`src/rtl/relu_pkg.sv`:
```
// Shared types and helpers for the ReLU backward layer: mask word type,
// sign-mask extraction and count-width sizing.
package relu_pkg;

    localparam int MAX_CHANNELS = 64;
    localparam int MAX_D_WIDTH  = 64;
    localparam int MAX_VEC_W    = MAX_CHANNELS * MAX_D_WIDTH;
    localparam int VEC_IDX_W    = $clog2(MAX_VEC_W);

    typedef logic [MAX_CHANNELS-1:0] mask_word_t;

    function automatic int count_width(input int depth);
        return $clog2(depth + 1);
    endfunction

    localparam int DEFAULT_COUNT_W = count_width(64);

    // Bit i is set when channel i is strictly positive: sign bit clear and
    // at least one magnitude bit set. Zero-extended channels beyond the real
    // channel count read as zero and therefore give 0.
    function automatic mask_word_t relu_mask(input logic [MAX_VEC_W-1:0] vec,
                                             input int d_width);
        mask_word_t               m;
        logic                     nonzero;
        logic [VEC_IDX_W-1:0]     idx;
        m = '0;
        for (int i = 0; i < MAX_CHANNELS; i++) begin
            nonzero = 1'b0;
            for (int j = 0; j < MAX_D_WIDTH - 1; j++) begin
                if (j < d_width - 1) begin
                    idx     = VEC_IDX_W'(i * d_width + j);
                    nonzero = nonzero | vec[idx];
                end
            end
            idx  = VEC_IDX_W'(i * d_width + d_width - 1);
            m[i] = nonzero & ~vec[idx];
        end
        return m;
    endfunction

endpackage

```
`src/rtl/relu_mask_fifo.sv`:
```
// Sign-mask FIFO: synchronous write, registered read, registered occupancy.
// The count alone separates full from empty; pointers wrap modulo DEPTH.
module relu_mask_fifo
    import relu_pkg::*;
#(
    parameter int DEPTH = 64,
    parameter int WIDTH = 8
) (
    input  logic                          clk,
    input  logic                          rst_n,
    input  logic                          clk_en,
    input  logic                          wr_en,
    input  logic [WIDTH-1:0]              wr_data,
    input  logic                          rd_en,
    output logic [WIDTH-1:0]              rd_data,
    output logic [count_width(DEPTH)-1:0] count
);

    localparam int PTR_W = $clog2(DEPTH);
    localparam int CNT_W = count_width(DEPTH);

    logic [WIDTH-1:0] mem [DEPTH];
    logic [PTR_W-1:0] wr_ptr_reg;
    logic [PTR_W-1:0] rd_ptr_reg;
    logic [CNT_W-1:0] count_reg;
    logic [WIDTH-1:0] rd_data_reg;

    logic do_wr;
    logic do_rd;

    assign do_wr = clk_en && wr_en;
    assign do_rd = clk_en && rd_en;

    // Storage array carries no reset so it maps onto block RAM.
    always_ff @(posedge clk) begin
        if (do_wr) begin
            mem[wr_ptr_reg] <= wr_data;
        end
    end

    always_ff @(posedge clk or negedge rst_n) begin
        if (!rst_n) begin
            wr_ptr_reg  <= '0;
            rd_ptr_reg  <= '0;
            count_reg   <= '0;
            rd_data_reg <= '0;
        end else begin
            if (do_wr) begin
                wr_ptr_reg <= wr_ptr_reg + PTR_W'(1);
            end
            if (do_rd) begin
                rd_ptr_reg  <= rd_ptr_reg + PTR_W'(1);
                rd_data_reg <= mem[rd_ptr_reg];
            end
            case ({do_wr, do_rd})
                2'b10:   count_reg <= count_reg + CNT_W'(1);
                2'b01:   count_reg <= count_reg - CNT_W'(1);
                default: count_reg <= count_reg;
            endcase
        end
    end

    assign rd_data = rd_data_reg;
    assign count   = count_reg;

endmodule

```
`src/rtl/relu_backward_layer.sv`:
```
// ReLU backward layer: forward vectors deposit sign masks into a FIFO; each
// gradient vector pops one mask and is zeroed on the non-positive channels.
module relu_backward_layer
    import relu_pkg::*;
#(
    parameter int D_WIDTH  = 16,
    parameter int CHANNELS = 8,
    parameter int DEPTH    = 64
) (
    input  logic                            clk,
    input  logic                            rst_n,
    input  logic                            clk_en,
    input  logic                            fwd_valid,
    output logic                            fwd_ready,
    input  logic [D_WIDTH*CHANNELS-1:0]     fwd_data,
    input  logic                            grad_in_valid,
    output logic                            grad_in_ready,
    input  logic [D_WIDTH*CHANNELS-1:0]     grad_in_data,
    output logic                            grad_out_valid,
    input  logic                            grad_out_ready,
    output logic [D_WIDTH*CHANNELS-1:0]     grad_out_data,
    output logic [$clog2(DEPTH+1)-1:0]      mask_count,
    output logic                            overflow_err,
    output logic                            underflow_err
);

    localparam int VEC_W = D_WIDTH * CHANNELS;
    localparam int CNT_W = count_width(DEPTH);
    localparam logic [CNT_W-1:0] DEPTH_C = CNT_W'(DEPTH);

    mask_word_t            fwd_mask_full;
    logic [CHANNELS-1:0]   fwd_mask;
    logic [CHANNELS-1:0]   rd_mask;
    logic [CNT_W-1:0]      count;
    logic [VEC_W-1:0]      grad_reg;
    logic                  out_valid_reg;
    logic                  overflow_reg;
    logic                  underflow_reg;
    logic                  push;
    logic                  pop;

    always_comb begin
        fwd_mask_full = relu_mask(MAX_VEC_W'(fwd_data), D_WIDTH);
    end
    assign fwd_mask = fwd_mask_full[CHANNELS-1:0];

    generate
        if (CHANNELS < MAX_CHANNELS) begin : g_spare_mask
            logic unused_mask_bits;
            assign unused_mask_bits = ^fwd_mask_full[MAX_CHANNELS-1:CHANNELS];
        end
    endgenerate

    // Ready depends only on registered state, so a mask pushed this cycle is
    // never visible to a gradient in the same cycle.
    assign fwd_ready     = rst_n && clk_en && (count < DEPTH_C);
    assign grad_in_ready = rst_n && clk_en && (count != '0) &&
                           (!out_valid_reg || grad_out_ready);

    assign push = fwd_valid && fwd_ready;
    assign pop  = grad_in_valid && grad_in_ready;

    relu_mask_fifo #(
        .DEPTH (DEPTH),
        .WIDTH (CHANNELS)
    ) u_mask_fifo (
        .clk     (clk),
        .rst_n   (rst_n),
        .clk_en  (clk_en),
        .wr_en   (push),
        .wr_data (fwd_mask),
        .rd_en   (pop),
        .rd_data (rd_mask),
        .count   (count)
    );

    // The FIFO read register and grad_reg load on the same edge, so the
    // masked product below is stable until the next pop.
    always_ff @(posedge clk or negedge rst_n) begin
        if (!rst_n) begin
            grad_reg      <= '0;
            out_valid_reg <= 1'b0;
            overflow_reg  <= 1'b0;
            underflow_reg <= 1'b0;
        end else if (clk_en) begin
            if (pop) begin
                grad_reg      <= grad_in_data;
                out_valid_reg <= 1'b1;
            end else if (grad_out_ready) begin
                out_valid_reg <= 1'b0;
            end
            if (fwd_valid && (count == DEPTH_C)) begin
                overflow_reg <= 1'b1;
            end
            if (grad_in_valid && (count == '0)) begin
                underflow_reg <= 1'b1;
            end
        end
    end

    genvar gi;
    generate
        for (gi = 0; gi < CHANNELS; gi++) begin : g_chan
            assign grad_out_data[D_WIDTH*gi +: D_WIDTH] =
                rd_mask[gi] ? grad_reg[D_WIDTH*gi +: D_WIDTH] : '0;
        end
    endgenerate

    assign grad_out_valid = out_valid_reg;
    assign mask_count     = count;
    assign overflow_err   = overflow_reg;
    assign underflow_err  = underflow_reg;

endmodule

```
`config.mk`:
```
export PLATFORM = sky130hd
export DESIGN_NAME = relu_backward_layer
export DESIGN_NICKNAME = d
export VERILOG_FILES = /design/src/rtl/relu_pkg.sv /design/src/rtl/relu_mask_fifo.sv /design/src/rtl/relu_backward_layer.sv
export SDC_FILE = /design/constraint.sdc
export NUM_CORES = 1
export LEC_CHECK = 0
export CELL_PAD_IN_SITES_DETAIL_PLACEMENT = 1
export CELL_PAD_IN_SITES_GLOBAL_PLACEMENT = 2
export CORE_MARGIN = 2
export CORE_UTILIZATION = 35
export DETAILED_ROUTE_END_ITERATION = 10
export PLACE_DENSITY = 0.81
export SLEW_MARGIN = 20
export SYNTH_ARGS = -nofsm -noshare
export SYNTH_HDL_FRONTEND = slang
export SYNTH_SLANG_ARGS = --single-unit --ignore-timing --ignore-initial --compat-mode --unroll-limit 50000
```
`constraint.sdc`:
```
create_clock -name clk -period 3 [get_ports clk]
set_input_delay 0.3 -clock clk [delete_from_list [all_inputs] [get_ports clk]]
set_output_delay 0.3 -clock clk [all_outputs]
set_load 0.02 [all_outputs]
```
After elaboration in Yosys (flattened, before gate mapping)
Memories as Yosys holds them, arrays and structs flattened. A register that Yosys moved wholly into a read port is not among the register bits. Index checks and enable logic that the tools add are counted.

$add $sub $neg: 4. Magnitude comparators: 1. Eq/ne operators: 3. Mux-type cells: 13. Bitwise operators: 128. Reductions and logical operators: 21.

Operators with widths (number): $mux W16 (8); $or A1 B1 Y1 (112); $pmux W7 S2 (1); $add A6 B1 Y6 const B (2); $logic_and A1 B1 Y1 (10); $and A1 B1 Y1 (8); $not A1 Y1 (8); $reduce_and A2 Y1 (4); $add A7 B1 Y7 const B (1); $eq A7 B7 Y1 const B (1); $logic_not A7 Y1 (1); $lt A7 B7 Y1 const B (1); $reduce_bool A7 Y1 (1); $sub A7 B1 Y7 const B (1); $mux W1 (4); $reduce_bool A2 Y1 (2); $eq A2 B1 Y1 const B (1); $eq A2 B2 Y1 const B (1); $logic_not A1 Y1 (2); $logic_or A1 B1 Y1 (1).

Register bits after elaboration: 150. RAM bits: 512. Input port bits: 262. Output and inout port bits: 140. Logic and storage cells: 178. Memories: 1.

Memories: u_mask_fifo.mem (depth 64, width 8, rd ports 1, clocked after memory_dff 1, write ports 1, RTL line relu_mask_fifo.sv:22) `logic [WIDTH-1:0] mem [DEPTH];`.

Depth between registers and ports, before layout
Gate-level depths: netlist of run 1.

Depth after elaboration: 15. Depth in mapped cells: 12. Gate-level depth less buffers: 11.

By module
From an unflattened synthesis of run 1, not the netlist that was laid out.

Cell total of the unflattened synthesis: 1606. Area total of the unflattened synthesis: 28010.6 um^2.

Modules (own cells, without submodules): relu_mask_fifo (times used 1, cells each 1143, area an instance 21480.6 um^2, seq. area each 16050.4 um^2); relu_backward_layer (times used 1, cells each 463, area an instance 6530.0 um^2, seq. area each 3278.1 um^2).

Worst setup path after synthesis of run 1
No wires, ideal clock.

Kind: reg2reg. Start: reg u_mask_fifo.count_reg[0] (netlist: u_mask_fifo.count[0]). End: reg u_mask_fifo.count_reg[6] (netlist: u_mask_fifo.count[6]). Setup time: 0.131 ns. Arrival: 3.474 ns. Required time: 2.869 ns. Setup slack: -0.605 ns. Stages on the path, launching flop included: 12. Path buffers: 1. Period minus slack after synthesis: 3.605 ns. Cell sequence: dfrtp_1 -> nor2_1 -> a311oi_1 -> nand2_1 -> inv_2 -> clkbuf_1 -> ha_1 -> ha_1 -> or4b_2 -> o21ai_0 -> a211oi_1 -> xnor2_1.

Longest elaborated chain between the ends: 7. Elaborated cells on any way between the ends: 15. Classes of those cells: 2 x add/sub; 1 x order compare; 2 x eq/ne; 1 x mux; 9 x reduce/logical.

RTL lines: start: declaration (RTL line relu_mask_fifo.sv:25) `logic [CNT_W-1:0] count_reg;`; start signal: assignment (RTL line relu_mask_fifo.sv:56) `2'b10: count_reg <= count_reg + CNT_W'(1);`; start signal: assignment (RTL line relu_mask_fifo.sv:57) `2'b01: count_reg <= count_reg - CNT_W'(1);`; start signal: assignment (RTL line relu_mask_fifo.sv:58) `default: count_reg <= count_reg;`; $reduce_bool A7 Y1 (*) (RTL line relu_backward_layer.sv:57) `assign grad_in_ready = rst_n && clk_en && (count != '0) &&`; $logic_and A1 B1 Y1 (*) (2 in a row) (RTL line relu_backward_layer.sv:57); net grad_in_ready (RTL line relu_backward_layer.sv:17) `output logic grad_in_ready,`; $logic_and A1 B1 Y1 (*) (RTL line relu_backward_layer.sv:61) `assign pop = grad_in_valid && grad_in_ready;`; $logic_and A1 B1 Y1 (*) (RTL line relu_mask_fifo.sv:32) `assign do_rd = clk_en && rd_en;`; net u_mask_fifo.do_rd (RTL line relu_mask_fifo.sv:29) `logic do_rd;`; $eq A2 B1 Y1 or $eq A2 B2 Y1 (tied branches) (RTL line relu_mask_fifo.sv:55) `case ({do_wr, do_rd})`; $pmux W7 S2 or $reduce_bool A2 Y1 (tied branches).

The timed path passes the listed nets; every way through them passes the cells marked *. A chain may end at the register's enable or synchronous reset.

==> results of run 1 <==
report_power, final:
group	internal [mW]	leakage, nW	total (mW)	switching, mW
combinational	3.90	5.36	7.87	3.97
sequential	10.7	6.56	11.5	0.864
clock	5.76	1.23	9.50	3.74
total	20.3	13.2	28.9	8.57
placed cells by master, fill, tap and decap left out, drive strengths merged, types with 13 or more instances in the layout:
cell | Yosys | final
bufinv | 0 | 13
mux4 | 80 | 80
mux2i | 48 | 48
o22ai | 40 | 40
dfrtp | 158 | 158
edfxtp | 512 | 512
nand2 | 417 | 417
xnor2 | 13 | 13
buf | 66 | 131
mux2 | 65 | 65
and2 | 131 | 131
nor2 | 95 | 95
clkinv | 0 | 22
clkdlybuf4s50 | 0 | 400
nor3 | 24 | 24
nor4 | 33 | 33
clkbuf | 36 | 89
inv | 7 | 13
critical path: stages (launching register included):
cell and delay, ns:
dfrtp_2 0.85, mux4_2 0.62, o221ai_1 0.23, a21oi_1 0.18, nor4_1 0.52, buf_4 0.20
nor3_1 0.04
area by class of cell:
cell class                 count  area share
clock inverter                45     0.01663
tap                         1040     0.03618
inverter                       7   0.0008002
sequential                   670      0.5379
antenna                        2   0.0001392
multi-input combinational   1076      0.2129
timing repair buffer         532      0.1415
clock buffer                  89     0.05389
worst max path at each step:
stage	from	depth (start not counted)	slack [ns]	to
6_report	u_mask_fifo.rd_ptr_reg[1]$_DFFE_PN0P_	6	0.23	u_mask_fifo.rd_data[2]$_DFFE_PN0P_
5_1_grt	u_mask_fifo.rd_ptr_reg[1]$_DFFE_PN0P_	6	0.009	u_mask_fifo.rd_data[2]$_DFFE_PN0P_
4_1_cts	u_mask_fifo.rd_ptr_reg[1]$_DFFE_PN0P_	6	0.20	u_mask_fifo.rd_data[2]$_DFFE_PN0P_
3_5_place_dp	clk_en	12	-0.03	u_mask_fifo.count[5]$_DFFE_PN0P_
3_3_place_gp	clk_en	11	0.03	u_mask_fifo.count[6]$_DFFE_PN0P_
2_1_floorplan	grad_out_valid$_DFFE_PN0P_	11	0.003	u_mask_fifo.count[6]$_DFFE_PN0P_
what timing repair did:
action | in CTS | in global routing
resized for setup | 0 | 0
endpoints found under the hold margin | 41 | 0
hold buffers | 1 | 0
metal layers:
metal | part of all wire | vias to the layer above | wire length, um | global-route usage
met4 | 0.027 | 2 | 2091 | 0.06283
met2 | 0.51 | 525 | 39340 | 0.3339
met1 | 0.41 | 8886 | 31630 | 0.2434
met3 | 0.056 | 124 | 4299 | 0.04092
li1 | - | 7825 | - | -
met5 | 0.00017 | - | 13 | 0
through the flow:
stage                     setup slack [ns]  power [mW]
after global routing              0.009121       30.08
final                               0.2275       28.88
after floorplan                   0.002597       16.24
after global placement             0.03401       19.43
after CTS                           0.1973       29.26
after detailed placement          -0.03285       19.67
cells by family (layout without fill, tap and decap cells):
logic type | Yosys count | count (layout) | synth area share
adder cells (fa/ha/maj) | 9 | 9 | 0.004394
XOR/XNOR | 15 | 15 | 0.004806
AO/OA/AOI/OAI | 115 | 115 | 0.03025
flip-flops | 670 | 670 | 0.7070
buffers and inverters | 109 | 673 | 0.01991
AND/OR/NAND/NOR | 744 | 744 | 0.1233
other | 0 | 2 | 0
multiplexers | 193 | 193 | 0.1103
==> results.json, run 1 <==
{
  "numCtsBuffers": 73,
  "cts_sinks": 670,
  "period_share": 0.9242,
  "powerDensity_nw_per_um2": 803.0,
  "fmax_mhz": 360.7,
  "stdcell_area_um2": 35960,
  "totalWireLength_mm": 77.38,
  "max_slew.worst_pin.slew_ns": 0.9215,
  "ant_nets": 0,
  "min_period_ns": 2.773,
  "ir_drop_uv": 447.3,
  "grt_overflow": 0,
  "synth.area.top_cells": "edfxtp_1 56%, dfrtp_1 14%, mux4_2 6.6%, nand2_1 5.7%, and2_1 3.0%",
  "stdcell_count": 3461,
  "startpoint_type": "flip-flop",
  "drt_iter0_drc": 1039,
  "r2r_cells": 6,
  "largest_reg_flops": 512,
  "relSlewSlack": 0.3857,
  "clk_pin_slew_ns": 0.06,
  "htreeDepth": 3,
  "fin_util": 0.4650,
  "synth_top_area_share": 0.5624,
  "synth_cell_types": 53,
  "drcViolationCount": 0,
  "synth_area_leader_cell": "edfxtp_1",
  "synth_seq_cells": 670,
  "placed_area_um2": 33410,
  "worstReg2RegStart": "u_mask_fifo.rd_ptr_reg[1]$_DFFE_PN0P_",
  "holdPathEnd": "grad_reg[27]$_DFFE_PN0P_",
  "cts_setup_buffers": 0,
  "synth-edff-count": 512,
  "whs_ns": 0.2110,
  "routed_via_density": 5.016,
  "syn_to_final_growth_pct": 31.55,
  "cts_tree": "done",
  "yosysWarningCount": 0,
  "fp.dieH_um": 283.5,
  "drv_slew": 0,
  "hold_viol": 0,
  "routabilityCongestion": 0.8161,
  "grt_pass1_vias": 19123,
  "hold_path.class": "in -> reg",
  "cts_buffer_depth": 3,
  "synth.avg_cell_area_um2": 14.74,
  "tns_ns": 0,
  "hold_path_depth": 3,
  "regToRegSetupSlack_ns": 0.23,
  "start_util": 0.3535,
  "fill_cells": 7823,
  "yosys-top-cells-count": "512 x edfxtp_1, 417 x nand2_1, 158 x dfrtp_1",
  "io_buffers": 401,
  "layout.area.seq_um2": 19350,
  "rsz0062_at_grt": "no",
  "synth_area_um2": 27340,
  "grt_pass1_wl_mm": 119.3,
  "seq_area_frac_synth": 0.7070,
  "multi_input_area_um2": 7657,
  "synth_cells": 1855,
  "num_vias": 17362,
  "max-cap-violations": 0,
  "avgRoutedWirePerCell_um": 22.36,
  "die_area_um2": 80360,
  "worst_ep_arrival_time_ns": 3.27,
  "place_hpwl_mm": 51.68,
  "hp-start": "grad_in_data[27]",
  "critPathRequiredTime_ns": 3.50,
  "path_max_fanout": 25,
  "synth.most_common_cell": "edfxtp_1",
  "setup_viol": 0,
  "io_pins": 402,
  "synthArstFlopShare": 0.2358,
  "fp.dieW_um": 283.5,
  "nNetsFinal": 2631,
  "grt_use_total": 0.1938,
  "synth_ff_type": "edfxtp_1",
  "antenna_found_initial": 4,
  "p_leak_nw": 13.15,
  "path_class": "reg -> reg",
  "clk_latency_ns": 0.63,
  "end_kind": "flip-flop",
  "cts_root_buf": "clkbuf_16",
  "worstReg2RegEnd": "u_mask_fifo.rd_data[2]$_DFFE_PN0P_",
  "syn-num-nets": 2126,
  "drive_above_1_share": 0.1728,
  "placed_cells": 3324,
  "fin_skew_ns": 0.02819,
  "firstDrtPassIters": 5,
  "row_count": 102,
  "core_um2": 77340,
  "status": "finished, final reports clean",
  "grt_start_max_net_pins": 118
}
No activity file was read; power rests on OpenSTA's default activity.
==> inputs of run 2 (changes only) <==
Settings changed: ABC_CLOCK_PERIOD_IN_PS from default to 3000.
==> results of run 2 <==
No change in the layout: final DEF, timing and power equal those of run 1.
